--- config.mk ---
export PLATFORM = sky130hd
export DESIGN_NAME = instr_sequencer
export DESIGN_NICKNAME = d
export VERILOG_FILES = /design/src/rtl/instr_sequencer_pkg.sv /design/src/rtl/instr_sequencer_wait_cnt.sv /design/src/rtl/instr_sequencer.sv
export SDC_FILE = /design/constraint.sdc
export NUM_CORES = 1
export LEC_CHECK = 0
export CELL_PAD_IN_SITES_DETAIL_PLACEMENT = 2
export CELL_PAD_IN_SITES_GLOBAL_PLACEMENT = 2
export CORE_UTILIZATION = 29
export DETAILED_ROUTE_END_ITERATION = 8
export DONT_BUFFER_PORTS = 1
export PLACE_DENSITY = 0.81
export SETUP_SLACK_MARGIN = 0.05
export SLEW_MARGIN = 15
export SYNTH_ARGS = -nofsm -noshare
export SYNTH_HDL_FRONTEND = slang
export SYNTH_SLANG_ARGS = --single-unit
--- constraint.sdc ---
create_clock -name clk -period 1.55 [get_ports clk]
set_input_delay 0.2325 -clock clk [delete_from_list [all_inputs] [get_ports clk]]
set_output_delay 0.2325 -clock clk [all_outputs]
set_load 0.02 [all_outputs]
--- src/rtl/instr_sequencer_pkg.sv ---
// Shared encodings for the SIMPLE RISC Machine control path: FSM states,
// register/write-back selects, opcodes and the instruction classifier.
package instr_sequencer_pkg;

  typedef enum logic [4:0] {
    S_RST    = 5'd0,
    S_IF1    = 5'd1,
    S_IF2    = 5'd2,
    S_UPD_PC = 5'd3,
    S_DECODE = 5'd4,
    S_WR_IMM = 5'd5,
    S_GET_A  = 5'd6,
    S_GET_B  = 5'd7,
    S_ALU_Z  = 5'd8,
    S_ALU    = 5'd9,
    S_WR_REG = 5'd10,
    S_CMP    = 5'd11,
    S_ADDR   = 5'd12,
    S_LATCH  = 5'd13,
    S_MEM_RD = 5'd14,
    S_LD_WB  = 5'd15,
    S_GET_RD = 5'd16,
    S_PASS   = 5'd17,
    S_MEM_WR = 5'd18,
    S_HALT   = 5'd19
  } state_t;

  localparam logic [1:0] NSEL_RN = 2'b00;
  localparam logic [1:0] NSEL_RD = 2'b01;
  localparam logic [1:0] NSEL_RM = 2'b10;

  localparam logic [1:0] VSEL_C     = 2'b00;
  localparam logic [1:0] VSEL_PC    = 2'b01;
  localparam logic [1:0] VSEL_IMM   = 2'b10;
  localparam logic [1:0] VSEL_MDATA = 2'b11;

  localparam logic [2:0] OPC_MOV  = 3'b110;
  localparam logic [2:0] OPC_ALU  = 3'b101;
  localparam logic [2:0] OPC_LDR  = 3'b011;
  localparam logic [2:0] OPC_STR  = 3'b100;
  localparam logic [2:0] OPC_HALT = 3'b111;

  localparam logic [1:0] OP_MOV_REG = 2'b00;
  localparam logic [1:0] OP_MOV_IMM = 2'b10;
  localparam logic [1:0] OP_ADD     = 2'b00;
  localparam logic [1:0] OP_CMP     = 2'b01;
  localparam logic [1:0] OP_AND     = 2'b10;
  localparam logic [1:0] OP_MVN     = 2'b11;

  typedef enum logic [3:0] {
    I_MOV_IMM = 4'd0,
    I_MOV_REG = 4'd1,
    I_ADD     = 4'd2,
    I_AND     = 4'd3,
    I_CMP     = 4'd4,
    I_MVN     = 4'd5,
    I_LDR     = 4'd6,
    I_STR     = 4'd7,
    I_HALT    = 4'd8,
    I_UNDEF   = 4'd9
  } instr_t;

  // Anything outside the defined {opcode,op} pairs classifies as I_UNDEF (NOP).
  function automatic instr_t decode_instr(input logic [2:0] opcode, input logic [1:0] op);
    instr_t k;
    k = I_UNDEF;
    case (opcode)
      OPC_MOV: begin
        case (op)
          OP_MOV_IMM: k = I_MOV_IMM;
          OP_MOV_REG: k = I_MOV_REG;
          default:    k = I_UNDEF;
        endcase
      end
      OPC_ALU: begin
        case (op)
          OP_ADD:  k = I_ADD;
          OP_CMP:  k = I_CMP;
          OP_AND:  k = I_AND;
          OP_MVN:  k = I_MVN;
          default: k = I_UNDEF;
        endcase
      end
      OPC_LDR: begin
        if (op == 2'b00) k = I_LDR;
        else             k = I_UNDEF;
      end
      OPC_STR: begin
        if (op == 2'b00) k = I_STR;
        else             k = I_UNDEF;
      end
      OPC_HALT: k = I_HALT;
      default:  k = I_UNDEF;
    endcase
    return k;
  endfunction

endpackage

--- src/rtl/instr_sequencer_wait_cnt.sv ---
// Memory-wait down-counter: loads a start value, decrements to zero and
// flags done while it holds zero.
module seq_wait_cnt #(
  parameter int unsigned WIDTH = 2
) (
  input  logic             clk,
  input  logic             reset,
  input  logic             load,
  input  logic [WIDTH-1:0] load_val,
  input  logic             dec,
  output logic             done
);

  logic [WIDTH-1:0] cnt_r;

  // Count register: load wins over decrement; saturates at zero.
  always_ff @(posedge clk or posedge reset) begin
    if (reset) begin
      cnt_r <= '0;
    end else if (load) begin
      cnt_r <= load_val;
    end else if (dec && (cnt_r != '0)) begin
      cnt_r <= cnt_r - WIDTH'(1);
    end else begin
      cnt_r <= cnt_r;
    end
  end

  assign done = (cnt_r == '0);

endmodule

--- src/rtl/instr_sequencer.sv ---
// Multi-cycle Moore control FSM for the SIMPLE RISC Machine datapath with a
// configurable memory read latency (MEM_WAIT, legal 1..4).
module instr_sequencer
  import instr_sequencer_pkg::*;
#(
  parameter int unsigned MEM_WAIT = 1
) (
  input  logic       clk,
  input  logic       reset,
  input  logic [2:0] opcode,
  input  logic [1:0] op,
  output logic       loadir,
  output logic       loadpc,
  output logic       reset_pc,
  output logic       load_addr,
  output logic       msel,
  output logic       mwrite,
  output logic [1:0] nsel,
  output logic [1:0] vsel,
  output logic       write,
  output logic       asel,
  output logic       bsel,
  output logic       loada,
  output logic       loadb,
  output logic       loadc,
  output logic       loads,
  output logic       halted,
  output logic [4:0] state_dbg
);

  localparam logic [1:0] WAIT_INIT = 2'(MEM_WAIT - 1);

  state_t state_r;
  instr_t instr_s;
  logic   wait_load_s;
  logic   wait_done_s;

  assign instr_s = decode_instr(opcode, op);

  // The counter is parked at MEM_WAIT-1 outside the two wait states, so it is
  // already loaded on entry to IF1 or MEM_RD (they are never adjacent).
  assign wait_load_s = !((state_r == S_IF1) || (state_r == S_MEM_RD));

  seq_wait_cnt #(.WIDTH(2)) u_wait_cnt (
    .clk      (clk),
    .reset    (reset),
    .load     (wait_load_s),
    .load_val (WAIT_INIT),
    .dec      (!wait_load_s),
    .done     (wait_done_s)
  );

  // State register and next-state selection.
  always_ff @(posedge clk or posedge reset) begin
    if (reset) begin
      state_r <= S_RST;
    end else begin
      case (state_r)
        S_RST:    state_r <= S_IF1;
        S_IF1:    state_r <= wait_done_s ? S_IF2 : S_IF1;
        S_IF2:    state_r <= S_UPD_PC;
        S_UPD_PC: state_r <= S_DECODE;
        S_DECODE: begin
          case (instr_s)
            I_MOV_IMM:                         state_r <= S_WR_IMM;
            I_MOV_REG, I_MVN:                  state_r <= S_GET_B;
            I_ADD, I_AND, I_CMP, I_LDR, I_STR: state_r <= S_GET_A;
            I_HALT:                            state_r <= S_HALT;
            default:                           state_r <= S_IF1;
          endcase
        end
        S_GET_A:  state_r <= ((instr_s == I_LDR) || (instr_s == I_STR)) ? S_ADDR : S_GET_B;
        S_GET_B: begin
          case (instr_s)
            I_MOV_REG, I_MVN: state_r <= S_ALU_Z;
            I_CMP:            state_r <= S_CMP;
            default:          state_r <= S_ALU;
          endcase
        end
        S_ALU_Z, S_ALU:           state_r <= S_WR_REG;
        S_WR_IMM, S_WR_REG, S_CMP: state_r <= S_IF1;
        S_ADDR:   state_r <= S_LATCH;
        S_LATCH:  state_r <= (instr_s == I_LDR) ? S_MEM_RD : S_GET_RD;
        S_MEM_RD: state_r <= wait_done_s ? S_LD_WB : S_MEM_RD;
        S_LD_WB:  state_r <= S_IF1;
        S_GET_RD: state_r <= S_PASS;
        S_PASS:   state_r <= S_MEM_WR;
        S_MEM_WR: state_r <= S_IF1;
        S_HALT:   state_r <= S_HALT;
        default:  state_r <= S_RST;
      endcase
    end
  end

  // Moore output decode from the state register only.
  always_comb begin
    loadir    = 1'b0;
    loadpc    = 1'b0;
    reset_pc  = 1'b0;
    load_addr = 1'b0;
    msel      = 1'b0;
    mwrite    = 1'b0;
    nsel      = NSEL_RN;
    vsel      = VSEL_C;
    write     = 1'b0;
    asel      = 1'b0;
    bsel      = 1'b0;
    loada     = 1'b0;
    loadb     = 1'b0;
    loadc     = 1'b0;
    loads     = 1'b0;
    halted    = 1'b0;
    case (state_r)
      S_RST:    begin reset_pc = 1'b1; loadpc = 1'b1; end
      S_IF2:    loadir = 1'b1;
      S_UPD_PC: loadpc = 1'b1;
      S_WR_IMM: begin nsel = NSEL_RN; vsel = VSEL_IMM; write = 1'b1; end
      S_GET_A:  begin nsel = NSEL_RN; loada = 1'b1; end
      S_GET_B:  begin nsel = NSEL_RM; loadb = 1'b1; end
      S_ALU_Z:  begin asel = 1'b1; loadc = 1'b1; end
      S_ALU:    loadc = 1'b1;
      S_WR_REG: begin nsel = NSEL_RD; vsel = VSEL_C; write = 1'b1; end
      S_CMP:    loads = 1'b1;
      S_ADDR:   begin bsel = 1'b1; loadc = 1'b1; end
      S_LATCH:  load_addr = 1'b1;
      S_MEM_RD: msel = 1'b1;
      S_LD_WB:  begin msel = 1'b1; nsel = NSEL_RD; vsel = VSEL_MDATA; write = 1'b1; end
      S_GET_RD: begin nsel = NSEL_RD; loadb = 1'b1; end
      S_PASS:   begin asel = 1'b1; loadc = 1'b1; end
      S_MEM_WR: begin msel = 1'b1; mwrite = 1'b1; end
      S_HALT:   halted = 1'b1;
      default:  halted = 1'b0;
    endcase
  end

  assign state_dbg = state_r;

endmodule

==> out/results.txt <==
CP top delay family -> flip-flops
Worst-path fanout max -> 7
Global-route wire length before repair -> 7803 um
Via count -> 1273
Max H-tree Level -> 1
DRT met1 WL -> 2408 um
Status -> complete, but fails checks
First-pass DRT Iterations -> 6
Die height -> 57.89 um
Clock Skew -> 0.002333 ns
Max-slew violations -> 0
Synth warn -> 0
Core area -> 0.002853 sq mm
Syn nets -> 141
Initial Util -> 0.3175
RSZ-0062 raised after global routing -> yes
Final setup margin -> -0.2841 ns
Final nets -> 174
Synth Area in XOR/XNOR -> 0.009669
Clk pin slew, worst setup/hold paths -> 0.06 ns
Netlist Area Pre-Place -> 905.9 sq um
Main synth FF type -> dfrtp_1
Setup violations, final -> 22
Largest net degree at the start of global routing -> 20
Gpl congestion -> 0.8451
GRT Overall Usage -> 0.3217
Failing checks -> design-rule violations, negative setup slack
Pwr/cell area -> 2151 mW/mm^2
Sequential-to-total area share from yosys stat -> 0.1934
Layout overhead on the synthesized area -> 76.24%
Worst Setup End Kind -> output port
Max-Cap Viols -> 0
Number of global-route vias before repair -> 1346
Sequential cell area -> 181.4 sq um
Slew HR -> 0.6258
Worst slew pin tran -> 0.5472 ns
Routed wl met2 -> 3086 um
Final min period -> 1.834 ns
Asr flop ratio synth -> 1.000
Max VDD drop -> 1090 uV
Initial antenna violation count -> 0
Post-synthesis mux area share -> 0
DRC violations left -> 3
Data required time of the worst path -> 1.32 ns
DP Worst Slack -> -0.04751 ns
HP Class -> in2reg
#FFs+latches synth -> 7
Met3 wire len -> 245 um
Max Clock Freq -> 0.5452 GHz
Slowest CP cell -> dfrtp_2
Num CTS Buffers -> 3
Final ANT Viol Nets -> 0
Adder-cell share of the synthesized area -> 0.01381
CP Buf/Inv Count -> 1
Crit-path cells -> buf_4 -> or3b_4 -> a21oi_4
CP max stage delay -> 0.50 ns
Post-synthesis cell count -> 133
Vias per inst -> 6.495
Max layer used -> met4
Complex-gate fraction of the synthesized area -> 0.2597
Simple-Gate Fraction of Synth Area -> 0.4406
HPWL after DPL -> 2940 um
Hold Vio Cnt, Final -> 0
CTS tree -> done
I/O pin cnt -> 30
Grt ovf -> 0
Drt wl/cell -> 30.77 um
# port buffers -> 0
Clk_lat worst skew -> 0.27 ns
Sink Count -> 7
Setup_tns -> -4.141 ns
CP Data Arrival Time -> 1.60 ns
Critical path type -> reg2out
Avg Inst Size Synth -> 6.811 sq um
N_diodes -> 0
Pleak -> 0.6423 nW
Die area -> 0.003351 sq mm
Row count -> 19
Area taken by multi-input logic gates -> 913.4 sq um
Share of layout cells above drive strength 1 -> 0.5758
Chip width -> 57.89 um
DR iter-0 viols -> 52
Fillers -> 300
Post-synth EDFFs -> 0
Final cycle utilization of the critical path -> 1.183
Startpoint Class -> flop
Util after Layout -> 0.5596
Synth cell types -> 43
Root Buffer -> clkbuf_4
Total Wirelength -> 6030 um
Largest family of logic cells by synthesized area -> simple AND/OR/NAND/NOR gates
Clock Tree Buf Depth -> 2
[layout by cell type, fill, tap and decap left out, types with 4 or more instances in the layout]
| master | synthesis | routed |
|---|---|---|
| nor2_4 | 0 | 10 |
| a21oi_1 | 12 | 8 |
| nor2_1 | 19 | 5 |
| dfrtp_2 | 0 | 5 |
| nor2_2 | 0 | 4 |
| nand2b_1 | 10 | 7 |
| o21ai_0 | 7 | 6 |
| buf_6 | 1 | 15 |
| buf_4 | 0 | 20 |
| nand2_1 | 11 | 6 |
[final cells by class]
class	count	area share
sequential	7	0.1136
clock buffer	4	0.01646
inverter	4	0.009404
multi-input combinational	110	0.5721
timing repair buffer	40	0.2641
tap	31	0.02429
[sequential cells by signal, summed over array words and instances (netlist names)]
signal            count
u_wait_cnt.cnt_r      2
state_dbg             5
[timing repair]
item,4_1_cts,5_1_grt
resized for setup,44,22
gates cloned,1,0
hold buffers,1,0
endpoints found under the setup margin,23,23
hold endpoints to repair,7,0
setup buffers,3,4
pin swaps,13,11
[worst register-to-register path, delay by kind of cell, from the launching register on]
family / cells / cell delay (ns)
AND/OR/NAND/NOR: 4 / 0.90
AO/OA/AOI/OAI: 1 / 0.17
buffers and inverters: 1 / 0.19
flip-flops: 1 / 0.42
[worst paths after layout]
check,start,to,cells after the start,slack (ns)
min,opcode[0],state_dbg[4]$_DFF_PP0_,2,0.19
min in group asynchronous,reset,u_wait_cnt.cnt_r[0]$_DFFE_PP0P_,2,0.37
max in group asynchronous,reset,state_dbg[0]$_DFF_PP0_,2,0.91
max,state_dbg[2]$_DFF_PP0_,loadb,3,-0.28
max reg2reg,state_dbg[0]$_DFF_PP0_,u_wait_cnt.cnt_r[1]$_DFFE_PP0P_,6,-0.20
min reg2reg,u_wait_cnt.cnt_r[0]$_DFFE_PP0P_,u_wait_cnt.cnt_r[0]$_DFFE_PP0P_,3,0.67
[routing by layer]
layer / track usage / vias to the layer above
li1: - / 541
met1: 0.3860 / 653
met2: 0.5796 / 57
met3: 0.04018 / 22
met4: 0.1259 / 0
met5: 0 / -
[metrics by stage]
step                      hold slack [ns]  std cells  power, W  area, sq um
after global placement            0.07236        184  0.002140         1220
after global routing               0.2159        196  0.003545         1597
after floorplan                   0.03562        133  0.001540        994.7
after CTS                          0.1915        193  0.002978         1473
after detailed placement          0.07460        184  0.002253         1220
final                              0.1922        196  0.003435         1597
[report_power, final]
group	switching [W]	internal, W	total, W
Sequential	0.000138	0.000253	0.000391
Clock	0.0000921	0.0000998	0.000192
Combinational	0.00162	0.00123	0.00285
Total	0.00185	0.00158	0.00343
[Yosys cell counts (2+ instances only)]
cell / count / area (sq um)
nand3_1: 4 / 20.02
or3_1: 2 / 12.51
buf_1: 2 / 7.510
or2_1: 2 / 12.51
buf_2: 6 / 30.03
nor3_1: 5 / 25.02
nor2_1: 19 / 71.32
a21oi_1: 12 / 60.06
inv_1: 4 / 15.01
nor2b_1: 4 / 25.02
or3b_1: 3 / 26.28
o21ai_0: 7 / 35.03
dfrtp_1: 7 / 175.2
a21o_1: 3 / 22.52
a31oi_1: 2 / 12.51
nand2_1: 11 / 41.29
nand2b_1: 10 / 62.56
o32ai_1: 2 / 17.52
a32oi_1: 2 / 17.52
clkbuf_1: 3 / 11.26
[cell families after synthesis]
| logic type | Yosys count |
|---|---|
| and+or+nand+nor | 71 |
| AOI/OAI and AO/OA | 37 |
| buffers and inverters | 16 |
| DFF | 7 |
| xor gates and xnor gates | 1 |
| adders and majority gates | 1 |
No activity file was read; power rests on OpenSTA's default activity.
